===== src/rtl/mem_access_ctrl.sv =====
// Data-memory access controller for the MEM stage: issues one request per load/store,
// stalls the pipeline until the memory acknowledges, and traps misaligned, conflicting or hung accesses.
module mem_access_ctrl #(
    parameter int unsigned TIMEOUT = 15
) (
    input  logic        clk,
    input  logic        rst,
    input  logic        MemRead_in,
    input  logic        MemWrite_in,
    input  logic [31:0] addr_in,
    input  logic [31:0] wdata_in,
    input  logic        mem_ack,
    input  logic [31:0] mem_rdata,
    output logic        mem_req,
    output logic        mem_we,
    output logic [31:0] mem_addr,
    output logic [31:0] mem_wdata,
    output logic        stall,
    output logic [31:0] rdata_out,
    output logic        done,
    output logic        fault,
    output logic [1:0]  fault_code
);

    localparam int unsigned CntW = $clog2(TIMEOUT + 1);

    typedef enum logic [1:0] {IDLE, BUSY, DONE, FAULT} state_t;

    state_t            state;
    logic [CntW-1:0]   wait_cnt;
    logic              access;
    logic              conflict;
    logic              legal;

    assign access   = MemRead_in ^ MemWrite_in;
    assign conflict = MemRead_in & MemWrite_in;
    assign legal    = access && (addr_in[1:0] == 2'b00);

    // State advances on the falling edge, in step with the pipeline registers.
    always_ff @(negedge clk or posedge rst) begin
        if (rst) begin
            state      <= IDLE;
            wait_cnt   <= '0;
            mem_req    <= 1'b0;
            mem_we     <= 1'b0;
            mem_addr   <= 32'h0;
            mem_wdata  <= 32'h0;
            rdata_out  <= 32'h0;
            done       <= 1'b0;
            fault      <= 1'b0;
            fault_code <= 2'b00;
        end else begin
            done <= 1'b0;
            case (state)
                IDLE: begin
                    if (conflict) begin
                        state      <= FAULT;
                        fault      <= 1'b1;
                        fault_code <= 2'b11;
                    end else if (legal) begin
                        mem_addr  <= addr_in;
                        mem_wdata <= wdata_in;
                        mem_we    <= MemWrite_in;
                        mem_req   <= 1'b1;
                        wait_cnt  <= '0;
                        state     <= BUSY;
                    end else if (access) begin
                        state      <= FAULT;
                        fault      <= 1'b1;
                        fault_code <= 2'b01;
                    end
                end
                BUSY: begin
                    if (mem_ack) begin
                        mem_req <= 1'b0;
                        if (!mem_we) begin
                            rdata_out <= mem_rdata;
                        end
                        done  <= 1'b1;
                        state <= DONE;
                    end else if (wait_cnt == CntW'(TIMEOUT - 1)) begin
                        // Saturate at TIMEOUT; the counter never wraps.
                        wait_cnt   <= CntW'(TIMEOUT);
                        mem_req    <= 1'b0;
                        fault      <= 1'b1;
                        fault_code <= 2'b10;
                        state      <= FAULT;
                    end else begin
                        wait_cnt <= wait_cnt + 1'b1;
                    end
                end
                DONE:    state <= IDLE;
                FAULT:   state <= FAULT;
                default: state <= IDLE;
            endcase
        end
    end

    // Stall is raised combinationally so the requesting instruction freezes in its own cycle.
    always_comb begin
        stall = 1'b1;
        case (state)
            IDLE:    stall = MemRead_in | MemWrite_in;
            BUSY:    stall = 1'b1;
            DONE:    stall = 1'b0;
            FAULT:   stall = 1'b1;
            default: stall = 1'b1;
        endcase
    end

endmodule

===== config.mk =====
export PLATFORM = sky130hd
export DESIGN_NAME = mem_access_ctrl
export DESIGN_NICKNAME = d
export VERILOG_FILES = /design/src/rtl/mem_access_ctrl.sv
export SDC_FILE = /design/constraint.sdc
export NUM_CORES = 1
export LEC_CHECK = 0
export CAP_MARGIN = 20
export CORE_ASPECT_RATIO = 0.9
export CORE_MARGIN = 4
export CORE_UTILIZATION = 24
export CTS_BUF_LIST = sky130_fd_sc_hd__clkbuf_4 sky130_fd_sc_hd__clkbuf_8 sky130_fd_sc_hd__clkbuf_16
export CTS_CLUSTER_SIZE = 24
export DETAILED_ROUTE_END_ITERATION = 8
export GPL_TIMING_DRIVEN = 0
export SLEW_MARGIN = 20
export SYNTH_ARGS = -nofsm -noshare
export SYNTH_HDL_FRONTEND = slang
export SYNTH_SLANG_ARGS = --single-unit

===== constraint.sdc =====
create_clock -name clk -period 3.1 [get_ports clk]
set_clock_uncertainty 0.05 [all_clocks]
set_input_delay 0.31 -clock clk [delete_from_list [all_inputs] [get_ports clk]]
set_output_delay 0.31 -clock clk [all_outputs]
set_load 0.005 [all_outputs]

Word level (Yosys, flattened, before mapping)

Cells that the tools add are included.

Bits of input ports: 101
Output and inout port bits: 103
Word-level logic and storage cells: 70
Register bits: 108

Add/sub/neg operators: 1
Equal/unequal tests: 12
Multiplexer cells: 31
Reductions and logical operators: 11
Bitwise logic cells: 5

Operators with widths:

| operator            | count |
|---|---|
| $mux 2              | 10 |
| $mux 4              | 4 |
| $mux 1              | 11 |
| $ne 3x3->1 const B  | 3 |
| $ne 2x2->1 const B  | 4 |
| $pmux 2 s4          | 1 |
| $pmux 4 s2          | 1 |
| $reduce_and 4->1    | 2 |
| $reduce_and 3->1    | 2 |
| $reduce_and 5->1    | 1 |
| $add 4x1->4 const B | 1 |
| $eq 2x2->1 const B  | 2 |
| $eq 4x4->1 const B  | 1 |
| $logic_not 2->1     | 2 |
| $ne 4x4->1 const B  | 1 |
| $pmux 1 s2          | 2 |
| $pmux 2 s2          | 1 |
| $pmux 1 s3          | 1 |
| $eq 2x1->1 const B  | 1 |
| $not 1->1           | 2 |
| $reduce_and 2->1    | 1 |
| $reduce_bool 2->1   | 1 |
| $reduce_or 2->1     | 1 |
| $and 1x1->1         | 1 |
| other kinds (3)     | 3 |

Longest topological paths before layout

Gate-level depths: netlist of run 1.

Depth in word-level cells: 5
Depth in mapped cells: 7
Mapped depth without buffers: 5

==> results.sh, run 1 <==
export IMPL_end_kind="flop"
export IMPL_clk_latency_ns=0.35
export IMPL_rows=45
export IMPL_grt_start_max_net_pins=34
export IMPL_drt_total_wl_um=12300
export IMPL_htreeDepth=3
export IMPL_n_fill_cell=1625
export IMPL_drv_cap=0
export IMPL_hold_buffers=0
export IMPL_crit_chain="buf_8, inv_8, ha_4, or4b_4, nor3_4, buf_6, buf_12, buf_12, buf_8, mux2_4"
export IMPL_power_density_nw_per_um2=815
export IMPL_min_path_type="reg -> reg"
export IMPL_dp_hpwl_um=8670
export IMPL_async_flop_share_pct=100
export IMPL_r2r_end="rdata_out[14]"
export IMPL_violations="setup timing"
export IMPL_pwr_share_clk_pct=18.0
export IMPL_critPathMaxStageDelay_ns=0.47
export IMPL_path_max_fanout=5
export IMPL_holdCritStartpoint="fault"
export IMPL_status="finished with violations"
export IMPL_synth_top_area_cell="dfrtn_1"
export IMPL_synthFlopType="dfrtn_1"
export IMPL_reg2reg_from="state[1]"
export IMPL_first_global_vias=3457
export IMPL_nets=615
export IMPL_crit_buf_inv=6
export IMPL_yosysWarnings=0
export IMPL_yosys_top_cells_count="dfrtn_1 (108), mux2_2 (57), mux2_1 (38)"
export IMPL_worst_pin_slew_ns=0.597
export IMPL_slew_headroom_pct=60.1
export IMPL_intPower_uw=4320
export IMPL_via_per_inst=4.23
export IMPL_ios=204
export IMPL_antenna_found_initial=0
export IMPL_cts_made_buffers=9
export IMPL_critPathKind="in -> reg"
export IMPL_crit_required_ns=1.69
export IMPL_min_to="fault"
export IMPL_drtAntennaViolNets=0
export IMPL_yosys_area_top_type_share_pct=64.2
export IMPL_clock_sinks=108
export IMPL_drc_errors=0
export IMPL_die_h_um=134
export IMPL_setup_viol=69
export IMPL_synth_area_um2=4210
export IMPL_grt_pass1_wl_um=19300
export IMPL_die_area_um2=19700
export IMPL_rsz0062_at_grt="yes"
export IMPL_rrSetupSlack_ns=1.16
export IMPL_critical_path_startpoint_type="input pin"
export IMPL_hold_depth=1
export IMPL_reg2reg_depth=6
export IMPL_fin_util_pct=43.5
export IMPL_slowest_stage="or4b_4"
export IMPL_ys_types=33
export IMPL_clockBufferDepth=2
export IMPL_initial_utilization_pct=24.7
export IMPL_first_iter_violations=57
export IMPL_dr_pass1_iters=4
export IMPL_worstPathArrival_ns=2.11
export IMPL_p_sw_uw=1730
export IMPL_drv_slew=0
export IMPL_gp_congestion=0.771
export IMPL_p_seq_share_pct=41.1
export IMPL_clock_root_buffer="clkbuf_16"
export IMPL_grt_use_total_pct=12.3
export IMPL_fin_ws_ns=-0.415
export IMPL_cp_top_family="simple AND/OR/NAND/NOR gates"
export IMPL_yosysMostFrequentCell="dfrtn_1"
export IMPL_syn_nets=375
export IMPL_peakVddDrop_mv=0.285
export IMPL_die_x_um=148
export IMPL_tns_ns=-22.05
export IMPL_via_count=3167
export IMPL_netlist_instances=270
export IMPL_comb_power_share_pct=40.9
export IMPL_cts_tree="yes"
export IMPL_avgRoutedWirePerCell_um=16.4
export IMPL_seqCellArea_um2=2700
export IMPL_multi_input_area_um2=1670
export IMPL_antennaDiodeCount=0
export IMPL_globalRouteOverflowTotal=0
export IMPL_seq_area_frac_synth_pct=64.2
export IMPL_io_buffers=203
export IMPL_areaGrowthSynthToFinish_pct=76.2
export IMPL_avgSynthCellArea_um2=15.6
export IMPL_power_switching_share_pct=28.6
export IMPL_drive_gt1_share_pct=31.7
export IMPL_leakage_uw=0.00341
export IMPL_synth_area_leaders="dfrtn_1 (64%), mux2_2 (15%), mux2_1 (10%)"
export IMPL_core_area_um2=17100
export IMPL_hold_violations=0
export IMPL_path_clk_slew_ns=0.05
export IMPL_synth_edff_count=0
export IMPL_ys_ff_latch=108
cells in the final DEF (no fill, tap or decap), types with 2 or more instances in the layout:
cell type,n
nor3_1,2
mux2_2,34
o31ai_1,2
a21oi_1,4
clkdlybuf4s50_1,95
dlygate4sd2_1,104
clkinv_4,3
ha_1,2
nor3_4,2
inv_6,2
mux2_4,59
nor3b_1,2
nor2_1,3
inv_1,3
o21ai_0,6
dfrtn_1,108
nand2_1,4
buf_12,8
buf_4,16
buf_6,5
buf_8,7
mux2_1,2
buf_16,3
clkbuf_16,11
nor2b_1,2
and4_1,2
clkinvlp_4,3
per-layer routing:
layer  up-vias  track usage [%]  wire length (um)
met5         -                0                 0
met4         0             4.24               256
met3        17             4.22              1010
met2       136             19.6              5640
met1      1566             15.7              5390
li1       1448                -                 -
area by class of cell:
class / instances / area share, %
repair buffers: 232 / 31.3
flip-flops and latches: 108 / 36.4
inverters: 6 / 0.523
clock inverters: 6 / 0.675
well taps: 235 / 3.96
plain buffers: 9 / 1.65
multi-input cells: 144 / 22.5
clock buffers: 9 / 3.04
power by group through the flow:
| stage | Sequential [uW] | Combinational (uW) | Clock [uW] |
|---|---|---|---|
| after detailed placement | 2510 | 2550 | 0 |
| after global routing | 2580 | 2670 | 1200 |
| after floorplan | 2530 | 825 | 0 |
| after global placement | 2480 | 2510 | 0 |
| after CTS | 2480 | 2500 | 1140 |
| final | 2480 | 2470 | 1090 |
worst max path at each step:
stage                            from            to  slack (ns)  cells after the start
after floorplan           MemWrite_in  mem_addr[13]       -0.48                      7
after global placement    MemWrite_in  mem_wdata[7]       -1.32                      8
after detailed placement  MemWrite_in  mem_wdata[1]       -1.35                      8
after CTS                 MemWrite_in  mem_wdata[9]       -0.48                     10
after global routing      MemWrite_in  mem_wdata[9]       -0.45                     10
final                     MemWrite_in  mem_wdata[9]       -0.42                     10
repair_timing:
action,4_1_cts,5_1_grt
gates resized for setup,203,12
gates cloned,3,2
setup buffers,18,4
endpoints found under the setup margin,209,99
pin swaps,5,4
endpoints found under the hold margin,0,0
cell families (layout without fill, tap and decap cells):
family	after synthesis	after routing	synth area share, %
AOI/OAI and AO/OA	18	18	2.71
adders and majority gates	4	4	1.19
buffers and inverters	18	262	2.56
DFF	108	108	64.2
muxes	95	95	25.4
and+or+nand+nor	27	27	3.92
flip-flops by register name, summed over array words and instances (netlist names):
name        count
wait_cnt        4
fault_code      2
mem_req         1
rdata_out      32
done            1
state           2
mem_wdata      32
mem_we          1
mem_addr       32
fault           1
per-stage QoR:
step	setup slack, ns	std cells	area, um2	hold slack, ns	power (uW)
global route	-0.451	749	7420	0.402	6450
global placement	-1.32	708	6600	0.376	4990
finish	-0.415	749	7420	0.380	6040
CTS	-0.482	746	7340	0.384	6120
floorplan	-0.480	270	4270	0.383	3360
detailed placement	-1.35	711	6660	0.385	5060
worst register-to-register path: stages, from the launching register on:
cell      delay [ns]
dfrtn_1         0.36
buf_4           0.18
nand2b_1        0.20
nor3_4          0.32
buf_4           0.17
buf_6           0.14
mux2_2          0.34
Note: power is estimated with default switching activity, not from simulation.
==> run 2, diff against run 1 <==
ABC_AREA = 1   (was unset)
==> results.sh, run 2 <==
export IMPL_status="complete, no violations"
export IMPL_htreeDepth=3
export IMPL_setup_viol=0
export IMPL_antennaDiodeCount=0
export IMPL_reg2reg_from="state[0]"
export IMPL_crit_buf_inv=4
export IMPL_power_switching_share_pct=21.8
export IMPL_worst_pin_slew_ns=0.527
export IMPL_synth_top_area_cell="dfrtn_1"
export IMPL_slew_headroom_pct=64.9
export IMPL_cts_made_buffers=9
export IMPL_async_flop_share_pct=100
export IMPL_yosysWarnings=0
export IMPL_end_kind="flop"
export IMPL_drv_slew=0
export IMPL_worstPathArrival_ns=1.62
export IMPL_die_h_um=136
export IMPL_hold_depth=2
export IMPL_yosys_area_top_type_share_pct=62.1
export IMPL_die_area_um2=20300
export IMPL_n_fill_cell=1867
export IMPL_grt_use_total_pct=13.2
export IMPL_grtUsageMet2_pct=20.4
export IMPL_pwr_share_clk_pct=41.3
export IMPL_yosys_top_cells_count="nand2_1 (274), dfrtn_1 (108), nand3_1 (43)"
export IMPL_layout_common_cells="nand2_1 (272), dfrtn_1 (108), dlygate4sd2_1 (104)"
export IMPL_initial_utilization_pct=24.5
export IMPL_synth_edff_count=0
export IMPL_final_common_cell="nand2_1"
export IMPL_avgSynthCellArea_um2=8.91
export IMPL_dp_cells=935
export IMPL_leakage_uw=0.00408
export IMPL_dp_hpwl_um=9910
export IMPL_nets=819
export IMPL_rrSetupSlack_ns=1.47
export IMPL_core_area_um2=17700
export IMPL_rsz0062_at_grt="yes"
export IMPL_cts_tree="yes"
export IMPL_min_path_type="reg -> reg"
export IMPL_yosysMostFrequentCell="nand2_1"
export IMPL_power_density_nw_per_um2=386
export IMPL_drv_cap=0
export IMPL_synth_area_um2=4350
export IMPL_drc_errors=0
export IMPL_io_buffers=203
export IMPL_ys_types=21
export IMPL_areaGrowthSynthToFinish_pct=62.6
export IMPL_via_per_inst=4.07
export IMPL_clk_latency_ns=0.35
export IMPL_critical_path_startpoint_type="input pin"
export IMPL_gp_congestion=0.738
export IMPL_netlist_instances=488
export IMPL_p_sw_uw=596
export IMPL_critPathKind="in -> reg"
export IMPL_rows=46
export IMPL_globalRouteOverflowTotal=0
export IMPL_crit_required_ns=1.71
export IMPL_drive_gt1_share_pct=8.62
export IMPL_busiest_layer="met2"
export IMPL_crit_chain="clkdlybuf4s50_1, nor2_4, nand4_4, buf_4, clkinv_8, buf_6, nor2_1"
export IMPL_critPathLaunch="addr_in[1]"
export IMPL_grt_use_met1_pct=16.4
export IMPL_avgRoutedWirePerCell_um=14.0
export IMPL_slowest_stage="clkdlybuf4s50_1"
export IMPL_clockBufferDepth=2
export IMPL_dp_slack_ns=-0.783
export IMPL_fin_ws_ns=0.0818
export IMPL_seqCellArea_um2=2700
export IMPL_seq_area_frac_synth_pct=62.1
export IMPL_min_to="fault"
export IMPL_hold_violations=0
export IMPL_path_clk_slew_ns=0.05
export IMPL_grt_pass1_wl_um=21000
export IMPL_drtAntennaViolNets=0
export IMPL_grt_start_max_net_pins=31
export IMPL_multi_input_area_um2=1460
export IMPL_die_x_um=150
export IMPL_clock_root_buffer="clkbuf_16"
export IMPL_met3_usage_pct=7.13
export IMPL_reg2reg_depth=8
export IMPL_via_count=3904
export IMPL_reg_top3="mem_addr: 32 flops, mem_wdata: 32 flops, rdata_out: 32 flops"
export IMPL_first_global_vias=3932
export IMPL_r2r_end="rdata_out[2]"
export IMPL_intPower_uw=2130
export IMPL_cp_top_family="buffers and inverters"
export IMPL_syn_nets=593
export IMPL_ys_ff_latch=108
export IMPL_stdcell_count=959
export IMPL_first_iter_violations=152
export IMPL_clock_sinks=108
export IMPL_ios=204
export IMPL_p_seq_share_pct=51.8
export IMPL_comb_power_share_pct=6.9
export IMPL_synth_area_leaders="dfrtn_1 (62%), nand2_1 (24%), nand3_1 (4.9%)"
export IMPL_antenna_found_initial=0
export IMPL_peakVddDrop_mv=0.230
export IMPL_synthFlopType="dfrtn_1"
export IMPL_holdCritStartpoint="fault"
export IMPL_path_max_fanout=10
export IMPL_drt_total_wl_um=13500
export IMPL_critPathMaxStageDelay_ns=0.44
export IMPL_dr_pass1_iters=4
## run 2: changes by cell type in the layout (fill, tap and decap cells not counted), moves of 5 or more
cell	delta
nand3_1	+42
buf_4	-7
buf_8	-7
buf_12	-6
clkbuf_4	+6
nand2_1	+268
inv_1	+9
buf_6	+5
mux2_4	-59
mux2_2	-34
## run 2: power groups by stage
stage          logic (uW)  registers (uW)  clock network (uW)
6_report              187            1420                1130
5_1_grt               204            1420                1250
3_3_place_gp          167            1440                   0
4_1_cts               192            1420                1190
3_5_place_dp          182            1440                   0
2_1_floorplan        28.2            1440                   0
## run 2: cells by family (layout without fill, tap and decap cells)
logic type | Yosys count | in the layout | share of synthesized area [%]
AOI/OAI and AO/OA | 9 | 9 | 1.04
buffers and inverters | 39 | 269 | 5.23
and+or+nand+nor | 327 | 328 | 30.3
DFF | 108 | 108 | 62.1
adders and majority gates | 4 | 4 | 1.15
xor gates and xnor gates | 1 | 1 | 0.201
## run 2: worst register-to-register path, stage by stage, from the launching register on
cell	delay (ns)
dfrtn_1	0.49
inv_2	0.08
nor2_2	0.12
inv_1	0.10
nor2_4	0.20
nand2_2	0.15
buf_6	0.18
nand2_1	0.06
nand2_1	0.05
## run 2: cell type report
class / instances / share of cell area [%]
timing repair buffer: 214 / 28.9
multi-input combinational: 342 / 20.7
buffer: 22 / 2.79
clock inverter: 5 / 0.495
sequential: 108 / 38.2
inverter: 17 / 1.13
clock buffer: 11 / 3.57
tap: 240 / 4.24
## run 2: worst max path at each step
| stage | slack, ns | depth (start not counted) | to |
|---|---|---|---|
| 2_1_floorplan | -0.01 | 1 | done |
| 3_3_place_gp | -1.28 | 2 | mem_addr[0] |
| 3_5_place_dp | -0.78 | 8 | mem_addr[14] |
| 4_1_cts | -0.03 | 4 | stall |
| 5_1_grt | -0.006 | 6 | mem_addr[31] |
| 6_report | 0.08 | 7 | mem_addr[0] |
## run 2: routing by layer
layer / share of wire [%] / vias to the layer above
li1: - / 1966
met5: 0 / -
met4: 0.91 / 0
met2: 44 / 144
met3: 11 / 7
met1: 44 / 1787
## run 2: metrics by stage
stage | TNS (ns) | cell area (um2) | hold slack, ns | power (uW) | utilization, %
floorplan | -1.10 | 4350 | 0.368 | 1470 | -
global placement | -192.78 | 6690 | 0.363 | 1610 | 37.7
detailed placement | -58.28 | 6780 | 0.369 | 1620 | 38.3
CTS | -0.0332 | 7070 | 0.366 | 2800 | 39.9
global route | -0.00627 | 7080 | 0.371 | 2870 | 39.9
finish | 0 | 7080 | 0.359 | 2730 | 39.9
## run 2: repair_timing
action                     4_1_cts  5_1_grt
gates resized for setup        132        1
hold endpoints to repair         0        0
pin swaps                        3        1
gates cloned                     2        0
hold buffers                     0        0
setup buffers                    4        2
setup endpoints to repair      176       17
==> run 3, diff against run 2 <==
SKIP_LAST_GASP = 1   (was unset)
==> results of run 3 <==
The final DEF is identical to that of run 2; final timing and power are the same.
Main changes from that run: number of gates resized after CTS 132 -> 130
